## config.mk

```make
export PLATFORM = sky130hd
export DESIGN_NAME = axil_cmd_master_flat
export DESIGN_NICKNAME = d
export VERILOG_FILES = /design/src/rtl/axil_cmd_master_if.sv /design/src/rtl/axil_cmd_master.sv /design/src/flat_wrapper.sv
export SDC_FILE = /design/constraint.sdc
export NUM_CORES = 1
export LEC_CHECK = 0
export BUFFER_PORTS_ARGS = -buffer_cell sky130_fd_sc_hd__buf_4
export CAP_MARGIN = 0
export CORE_AREA = 2 2 115 117
export CTS_CLUSTER_SIZE = 40
export DETAILED_ROUTE_END_ITERATION = 12
export DIE_AREA = 0 0 117 119
export GPL_ROUTABILITY_DRIVEN = 0
export HOLD_SLACK_MARGIN = 0.02
export PLACE_DENSITY = 0.65
export SLEW_MARGIN = 0
export SYNTH_ARGS = -nofsm -noshare
export SYNTH_HDL_FRONTEND = slang
export SYNTH_SLANG_ARGS = --single-unit
```

## constraint.sdc

```tcl
create_clock -name aclk -period 5.7 [get_ports aclk]
set_input_delay 0.285 -clock aclk [delete_from_list [all_inputs] [get_ports aclk]]
set_output_delay 0.285 -clock aclk [all_outputs]
set_load 0.005 [all_outputs]
```

## src/rtl/axil_cmd_master_if.sv

```systemverilog
// Bus bundle for axil_cmd_master: command/response port plus
// the AXI4-lite master write and read channels.
interface axil_cmd_master_if #(
  parameter int ADDR_W = 3
);
  logic              cmd_valid;
  logic              cmd_ready;
  logic              cmd_write;
  logic [ADDR_W-1:0] cmd_addr;
  logic [31:0]       cmd_wdata;

  logic              rsp_valid;
  logic              rsp_ready;
  logic [31:0]       rsp_rdata;
  logic [1:0]        rsp_resp;
  logic              rsp_timeout;

  logic [ADDR_W-1:0] m_axi_awaddr;
  logic              m_axi_awvalid;
  logic              m_axi_awready;
  logic [31:0]       m_axi_wdata;
  logic              m_axi_wvalid;
  logic              m_axi_wready;
  logic [1:0]        m_axi_bresp;
  logic              m_axi_bvalid;
  logic              m_axi_bready;

  logic [ADDR_W-1:0] m_axi_araddr;
  logic              m_axi_arvalid;
  logic              m_axi_arready;
  logic [31:0]       m_axi_rdata;
  logic [1:0]        m_axi_rresp;
  logic              m_axi_rvalid;
  logic              m_axi_rready;

  modport master (
    input  cmd_valid, cmd_write, cmd_addr, cmd_wdata,
    output cmd_ready,
    output rsp_valid, rsp_rdata, rsp_resp, rsp_timeout,
    input  rsp_ready,
    output m_axi_awaddr, m_axi_awvalid,
    input  m_axi_awready,
    output m_axi_wdata, m_axi_wvalid,
    input  m_axi_wready,
    input  m_axi_bresp, m_axi_bvalid,
    output m_axi_bready,
    output m_axi_araddr, m_axi_arvalid,
    input  m_axi_arready,
    input  m_axi_rdata, m_axi_rresp, m_axi_rvalid,
    output m_axi_rready
  );

  modport slave (
    output cmd_valid, cmd_write, cmd_addr, cmd_wdata,
    input  cmd_ready,
    input  rsp_valid, rsp_rdata, rsp_resp, rsp_timeout,
    output rsp_ready,
    input  m_axi_awaddr, m_axi_awvalid,
    output m_axi_awready,
    input  m_axi_wdata, m_axi_wvalid,
    output m_axi_wready,
    output m_axi_bresp, m_axi_bvalid,
    input  m_axi_bready,
    input  m_axi_araddr, m_axi_arvalid,
    output m_axi_arready,
    output m_axi_rdata, m_axi_rresp, m_axi_rvalid,
    input  m_axi_rready
  );
endinterface

```

## src/rtl/axil_cmd_master.sv

```systemverilog
// Single-outstanding AXI4-lite master: turns one command into one
// bus transaction and one response, aborting after TIMEOUT cycles.
module axil_cmd_master #(
  parameter int ADDR_W  = 3,
  parameter int TIMEOUT = 255
) (
  input logic               aclk,
  input logic               areset,
  axil_cmd_master_if.master bus
);
  typedef enum logic [2:0] {
    IDLE, WADDR, WRESP, RADDR, RDATA, RSP
  } state_t;

  localparam logic [15:0] TMO_LAST = 16'(TIMEOUT - 1);

  state_t            state;
  logic [ADDR_W-1:0] addr_q;
  logic [31:0]       wdata_q;
  logic [15:0]       cnt;
  logic [15:0]       cnt_inc;
  logic              awvalid;
  logic              wvalid;
  logic              bready;
  logic              arvalid;
  logic              rready;
  logic              rsp_valid;
  logic [31:0]       rsp_rdata;
  logic [1:0]        rsp_resp;
  logic              rsp_timeout;
  logic              busy;
  logic              done;
  logic              tmo;
  logic              aw_ok;
  logic              w_ok;

  assign busy = (state == WADDR) || (state == WRESP) ||
                (state == RADDR) || (state == RDATA);
  assign cnt_inc = (cnt == 16'hFFFF) ? cnt : cnt + 16'd1;
  // This cycle is the TIMEOUT-th one of the transaction
  assign tmo   = (cnt == TMO_LAST);
  assign aw_ok = !awvalid || bus.m_axi_awready;
  assign w_ok  = !wvalid || bus.m_axi_wready;

  always_comb begin
    done = 1'b0;
    unique case (state)
      WADDR:   done = aw_ok && w_ok;
      WRESP:   done = bus.m_axi_bvalid;
      RADDR:   done = bus.m_axi_arready;
      RDATA:   done = bus.m_axi_rvalid;
      default: done = 1'b0;
    endcase
  end

  always_ff @(posedge aclk or posedge areset) begin
    if (areset) begin
      state       <= IDLE;
      addr_q      <= '0;
      wdata_q     <= '0;
      cnt         <= '0;
      awvalid     <= 1'b0;
      wvalid      <= 1'b0;
      bready      <= 1'b0;
      arvalid     <= 1'b0;
      rready      <= 1'b0;
      rsp_valid   <= 1'b0;
      rsp_rdata   <= '0;
      rsp_resp    <= '0;
      rsp_timeout <= 1'b0;
    end else if (busy && !done && tmo) begin
      awvalid     <= 1'b0;
      wvalid      <= 1'b0;
      bready      <= 1'b0;
      arvalid     <= 1'b0;
      rready      <= 1'b0;
      rsp_valid   <= 1'b1;
      rsp_resp    <= 2'b11;
      rsp_timeout <= 1'b1;
      state       <= RSP;
    end else begin
      if (busy) cnt <= cnt_inc;
      unique case (state)
        IDLE: begin
          if (bus.cmd_valid) begin
            addr_q  <= bus.cmd_addr;
            wdata_q <= bus.cmd_wdata;
            cnt     <= '0;
            if (bus.cmd_write) begin
              awvalid <= 1'b1;
              wvalid  <= 1'b1;
              state   <= WADDR;
            end else begin
              arvalid <= 1'b1;
              state   <= RADDR;
            end
          end
        end
        WADDR: begin
          if (bus.m_axi_awready) awvalid <= 1'b0;
          if (bus.m_axi_wready) wvalid <= 1'b0;
          if (done) begin
            bready <= 1'b1;
            state  <= WRESP;
          end
        end
        WRESP: begin
          if (done) begin
            bready      <= 1'b0;
            rsp_valid   <= 1'b1;
            rsp_rdata   <= '0;
            rsp_resp    <= bus.m_axi_bresp;
            rsp_timeout <= 1'b0;
            state       <= RSP;
          end
        end
        RADDR: begin
          if (done) begin
            arvalid <= 1'b0;
            rready  <= 1'b1;
            state   <= RDATA;
          end
        end
        RDATA: begin
          if (done) begin
            rready      <= 1'b0;
            rsp_valid   <= 1'b1;
            rsp_rdata   <= bus.m_axi_rdata;
            rsp_resp    <= bus.m_axi_rresp;
            rsp_timeout <= 1'b0;
            state       <= RSP;
          end
        end
        RSP: begin
          if (bus.rsp_ready) begin
            rsp_valid <= 1'b0;
            state     <= IDLE;
          end
        end
        default: state <= IDLE;
      endcase
    end
  end

  assign bus.cmd_ready     = (state == IDLE);
  assign bus.rsp_valid     = rsp_valid;
  assign bus.rsp_rdata     = rsp_rdata;
  assign bus.rsp_resp      = rsp_resp;
  assign bus.rsp_timeout   = rsp_timeout;
  assign bus.m_axi_awaddr  = addr_q;
  assign bus.m_axi_awvalid = awvalid;
  assign bus.m_axi_wdata   = wdata_q;
  assign bus.m_axi_wvalid  = wvalid;
  assign bus.m_axi_bready  = bready;
  assign bus.m_axi_araddr  = addr_q;
  assign bus.m_axi_arvalid = arvalid;
  assign bus.m_axi_rready  = rready;
endmodule
```

## src/flat_wrapper.sv

```systemverilog
// flat-port wrapper written by rule: the top's interface ports become plain ports
module axil_cmd_master_flat 
#(
  parameter int ADDR_W  = 3,
  parameter int TIMEOUT = 255
)
  (aclk, areset, bus_cmd_valid, bus_cmd_write, bus_cmd_addr, bus_cmd_wdata, bus_cmd_ready, bus_rsp_valid, bus_rsp_rdata, bus_rsp_resp, bus_rsp_timeout, bus_rsp_ready, bus_m_axi_awaddr, bus_m_axi_awvalid, bus_m_axi_awready, bus_m_axi_wdata, bus_m_axi_wvalid, bus_m_axi_wready, bus_m_axi_bresp, bus_m_axi_bvalid, bus_m_axi_bready, bus_m_axi_araddr, bus_m_axi_arvalid, bus_m_axi_arready, bus_m_axi_rdata, bus_m_axi_rresp, bus_m_axi_rvalid, bus_m_axi_rready);
  axil_cmd_master_if #(.ADDR_W(ADDR_W)) bus_i ();
  input logic aclk;
  input logic areset;
  input wire logic [$bits(bus_i.cmd_valid)-1:0] bus_cmd_valid;
  input wire logic [$bits(bus_i.cmd_write)-1:0] bus_cmd_write;
  input wire logic [$bits(bus_i.cmd_addr)-1:0] bus_cmd_addr;
  input wire logic [$bits(bus_i.cmd_wdata)-1:0] bus_cmd_wdata;
  output wire logic [$bits(bus_i.cmd_ready)-1:0] bus_cmd_ready;
  output wire logic [$bits(bus_i.rsp_valid)-1:0] bus_rsp_valid;
  output wire logic [$bits(bus_i.rsp_rdata)-1:0] bus_rsp_rdata;
  output wire logic [$bits(bus_i.rsp_resp)-1:0] bus_rsp_resp;
  output wire logic [$bits(bus_i.rsp_timeout)-1:0] bus_rsp_timeout;
  input wire logic [$bits(bus_i.rsp_ready)-1:0] bus_rsp_ready;
  output wire logic [$bits(bus_i.m_axi_awaddr)-1:0] bus_m_axi_awaddr;
  output wire logic [$bits(bus_i.m_axi_awvalid)-1:0] bus_m_axi_awvalid;
  input wire logic [$bits(bus_i.m_axi_awready)-1:0] bus_m_axi_awready;
  output wire logic [$bits(bus_i.m_axi_wdata)-1:0] bus_m_axi_wdata;
  output wire logic [$bits(bus_i.m_axi_wvalid)-1:0] bus_m_axi_wvalid;
  input wire logic [$bits(bus_i.m_axi_wready)-1:0] bus_m_axi_wready;
  input wire logic [$bits(bus_i.m_axi_bresp)-1:0] bus_m_axi_bresp;
  input wire logic [$bits(bus_i.m_axi_bvalid)-1:0] bus_m_axi_bvalid;
  output wire logic [$bits(bus_i.m_axi_bready)-1:0] bus_m_axi_bready;
  output wire logic [$bits(bus_i.m_axi_araddr)-1:0] bus_m_axi_araddr;
  output wire logic [$bits(bus_i.m_axi_arvalid)-1:0] bus_m_axi_arvalid;
  input wire logic [$bits(bus_i.m_axi_arready)-1:0] bus_m_axi_arready;
  input wire logic [$bits(bus_i.m_axi_rdata)-1:0] bus_m_axi_rdata;
  input wire logic [$bits(bus_i.m_axi_rresp)-1:0] bus_m_axi_rresp;
  input wire logic [$bits(bus_i.m_axi_rvalid)-1:0] bus_m_axi_rvalid;
  output wire logic [$bits(bus_i.m_axi_rready)-1:0] bus_m_axi_rready;
  assign bus_i.cmd_valid = bus_cmd_valid;
  assign bus_i.cmd_write = bus_cmd_write;
  assign bus_i.cmd_addr = bus_cmd_addr;
  assign bus_i.cmd_wdata = bus_cmd_wdata;
  assign bus_cmd_ready = bus_i.cmd_ready;
  assign bus_rsp_valid = bus_i.rsp_valid;
  assign bus_rsp_rdata = bus_i.rsp_rdata;
  assign bus_rsp_resp = bus_i.rsp_resp;
  assign bus_rsp_timeout = bus_i.rsp_timeout;
  assign bus_i.rsp_ready = bus_rsp_ready;
  assign bus_m_axi_awaddr = bus_i.m_axi_awaddr;
  assign bus_m_axi_awvalid = bus_i.m_axi_awvalid;
  assign bus_i.m_axi_awready = bus_m_axi_awready;
  assign bus_m_axi_wdata = bus_i.m_axi_wdata;
  assign bus_m_axi_wvalid = bus_i.m_axi_wvalid;
  assign bus_i.m_axi_wready = bus_m_axi_wready;
  assign bus_i.m_axi_bresp = bus_m_axi_bresp;
  assign bus_i.m_axi_bvalid = bus_m_axi_bvalid;
  assign bus_m_axi_bready = bus_i.m_axi_bready;
  assign bus_m_axi_araddr = bus_i.m_axi_araddr;
  assign bus_m_axi_arvalid = bus_i.m_axi_arvalid;
  assign bus_i.m_axi_arready = bus_m_axi_arready;
  assign bus_i.m_axi_rdata = bus_m_axi_rdata;
  assign bus_i.m_axi_rresp = bus_m_axi_rresp;
  assign bus_i.m_axi_rvalid = bus_m_axi_rvalid;
  assign bus_m_axi_rready = bus_i.m_axi_rready;
  axil_cmd_master #(.ADDR_W(ADDR_W), .TIMEOUT(TIMEOUT)) u_core (.aclk(aclk), .areset(areset), .bus(bus_i));
endmodule
```

==> flow_summary.toml <==
[logic_synthesis]
synth-seq-cells = 95
synth_flop_cell = "dfrtp_1"
yosys_warnings = 0
synth_top_family_by_area = "simple AND/OR/NAND/NOR gates"
synth_xor_area_share_pct = 0.4026
syn_inst = 493
synth_area_per_cell_um2 = 8.824
synth-async-reset-ratio_pct = 100.0
syn_nets = 576
synth_compound_area_share_pct = 6.874
post_synth_num_cell_types = 50
syn-cell-area_um2 = 4350
synth_edf_count = 0
muxShareOfSynthArea_pct = 1.841
seq_area_frac_synth_pct = 54.64
synth-simple-area-share_pct = 32.15
yosys.area_share.adder_pct = 0.5752

[floorplan]
die_h_um = 119
dieArea_um2 = 13920
io_pins = 161
fp.coreArea_um2 = 12870
start_util_pct = 33.79
rows = 42
die_x_um = 117

[global_routing]
grt_pass1_vias = 3983
grt_use_total_pct = 17.59
grt_max_degree = 54
grt_pass1_wl_um = 19510
antenna_found_initial = 0
overflow = 0

[clock_network]
numCtsBuffers = 9
cts_sinks = 95
clock_latency_ns = 0.34
postCtsHoldBufs = 0
cts_resized = 0
path_clk_slew_ns = 0.07
cts_setup_buffers = 0
cts_tree = "done"
cts_buffer_depth = 2
root_buffer = "clkbuf_16"
htreeDepth = 3

[sta]
slew_violations = 0
post-route-min-period_ns = 2.904
tns_ns = 0
worstMarginPinSlew_ns = 1.206
clock_skew_ns = 0.006153
fin_crit_sh_pct = 50.94
fmax_mhz = 344.4
slew-limit-headroom_pct = 18.84
setup_viol = 0
rsz0062_at_grt = "no"
finalHoldViolations = 0
hold_ws_ns = 0.04415
fin_ws_ns = 2.796

[setup_path]
critPathMaxStageDelay_ns = 0.74
end_kind = "register"
start_kind = "register"
required_ns = 5.96
path_cells = "or3_2 -> inv_2 -> or4_4 -> nor4_4 -> buf_4 -> nor4_1 -> a211oi_2"
crit_arrival_ns = 3.16
rrSetupSlack_ns = 2.80
crit_slowest_cell = "dfrtp_1"
cp_max_fo = 20
critPathKind = "register to register"

[routing]
wl_per_cell_um = 14.28
dr.pass1.iters = 4
wirelength_um = 11760
routed_via_density = 4.846
ant_nets = 0
drt_first_iter_violations = 156
drc = 0
via_count = 3988

[power]
leakagePower_nw = 3.080
power_density_nw_per_um2 = 479.1
vdd.ir_drop.worst_mv = 0.1689

[finish]
final_core_util_pct = 46.33
final_area_um2 = 5964
syn2layout_area_growth_pct = 37.10
antenna_cells = 0
nNetsFinal = 725
drive_gt1_share_pct = 29.52

[run]
max_cap_violations = 0

[placement]
io_buffers = 160
dp_slack_ns = 2.818
dp_hpwl_um = 8148
place_area_um2 = 5698

[min_path]
worstHoldPathType = "input port to asynchronous set/reset pin"

[outcome]
run_status = "finished clean"
## state kept, by name, indices dropped and copies added (netlist names)
name	count
u_core.bus.m_axi_awvalid	1
u_core.bus.m_axi_rready	1
u_core.bus.rsp_timeout	1
u_core.state	3
u_core.bus.m_axi_bready	1
u_core.bus.rsp_valid	1
u_core.bus.m_axi_wvalid	1
u_core.bus.rsp_rdata	32
u_core.bus.m_axi_wdata	32
u_core.bus.m_axi_araddr	3
u_core.bus.rsp_resp	2
u_core.cnt	16
u_core.bus.m_axi_arvalid	1
## layout make-up
type	count	area (µm²)
clock buffers	11	232.7
clock inverters	5	33.78
fillers	1266	6910
inverters	7	27.53
multi-input cells	363	1827
flip-flops and latches	95	2377
well taps	176	220.2
repair buffers	166	1246
## metrics by stage
| step | total power [mW] | cells |
|---|---|---|
| after floorplan | 1.726 | 493 |
| after global placement | 2.288 | 807 |
| after detailed placement | 2.319 | 807 |
| after CTS | 2.886 | 823 |
| after global routing | 3.071 | 823 |
| final | 2.858 | 823 |
## layout by cell type (no fill, tap or decap), types with 3 or more instances in the layout
cell type  instances
or3_1              5
clkinv_2           3
nor4_1             6
nand4_1            6
nand2_1          191
nand2b_1           5
nor3_1            13
and2_1             3
or4_1              5
nor2_1            13
o21ai_0           14
and4_1             3
buf_4            166
clkbuf_16          9
a211oi_1           3
nand4b_1           3
dfrtp_1           95
o31ai_1            4
mux2i_1            8
nand3_1           38
nor2b_1            3
inv_1              5
a21oi_1           11
## cells in the mapped netlist (2+ instances only)
cell | number | area, µm²
ha_1 | 2 | 25.02
nand4b_1 | 3 | 26.28
nand3_1 | 38 | 190.2
a21oi_1 | 11 | 55.05
and2_1 | 3 | 18.77
nand2b_1 | 5 | 31.28
nor3_1 | 13 | 65.06
buf_2 | 2 | 10.01
nor4_1 | 6 | 37.54
nand4_1 | 6 | 37.54
o211ai_1 | 2 | 15.01
nor2_1 | 13 | 48.80
inv_1 | 6 | 22.52
nand3b_1 | 2 | 15.01
mux2i_1 | 8 | 80.08
a211oi_1 | 3 | 22.52
dfrtp_1 | 95 | 2377
or2_2 | 2 | 12.51
o31ai_1 | 4 | 30.03
or4_1 | 5 | 37.54
o21ai_0 | 14 | 70.07
and4_1 | 3 | 26.28
nand2_1 | 191 | 716.9
clkbuf_1 | 20 | 75.07
or3_1 | 5 | 31.28
nor2b_1 | 3 | 18.77
buf_4 | 5 | 37.54
## routing by layer
layer / vias to the layer above / share of wire [%] / GRT usage (%)
met5: - / 0 / 0
met4: 0 / 4.0 / 10.00
met3: 36 / 4.2 / 2.799
met2: 112 / 49 / 27.82
met1: 1887 / 43 / 22.71
li1: 1953 / - / -
## cells by family (layout without fill, tap and decap cells)
| group | Yosys count | after routing |
|---|---|---|
| DFF | 95 | 95 |
| buffers and inverters | 35 | 189 |
| muxes | 8 | 8 |
| AOI/OAI and AO/OA | 45 | 45 |
| adders and majority gates | 2 | 2 |
| xor gates and xnor gates | 2 | 2 |
| and+or+nand+nor | 306 | 306 |
## worst paths after layout
kind	start	end	cells after the start
hold / removal	areset	u_core.bus.rsp_rdata[25]	2
setup / recovery	u_core.state[0]	u_core.state[1]	7
hold reg to reg	u_core.bus.rsp_rdata[5]	u_core.bus.rsp_rdata[5]	2
setup reg to reg	u_core.state[0]	u_core.state[1]	7
max in group asynchronous	areset	u_core.bus.m_axi_araddr[1]	3
min in group aclk	bus_cmd_wdata[19]	u_core.bus.m_axi_wdata[19]	3
## worst max-delay path, delay by kind of cell (launching register included)
family	cells	cell delay [ns]
AO/OA/AOI/OAI	1	0.21
AND/OR/NAND/NOR	4	1.49
buffers and inverters	2	0.38
flip-flops	1	0.74
## power breakdown
group	internal [mW]	total [mW]	switching [mW]
clock	0.297	0.559	0.263
combinational	0.563	1.16	0.595
sequential	0.935	1.14	0.205
total	1.79	2.86	1.06
Power figures use the tool's default switching activity.
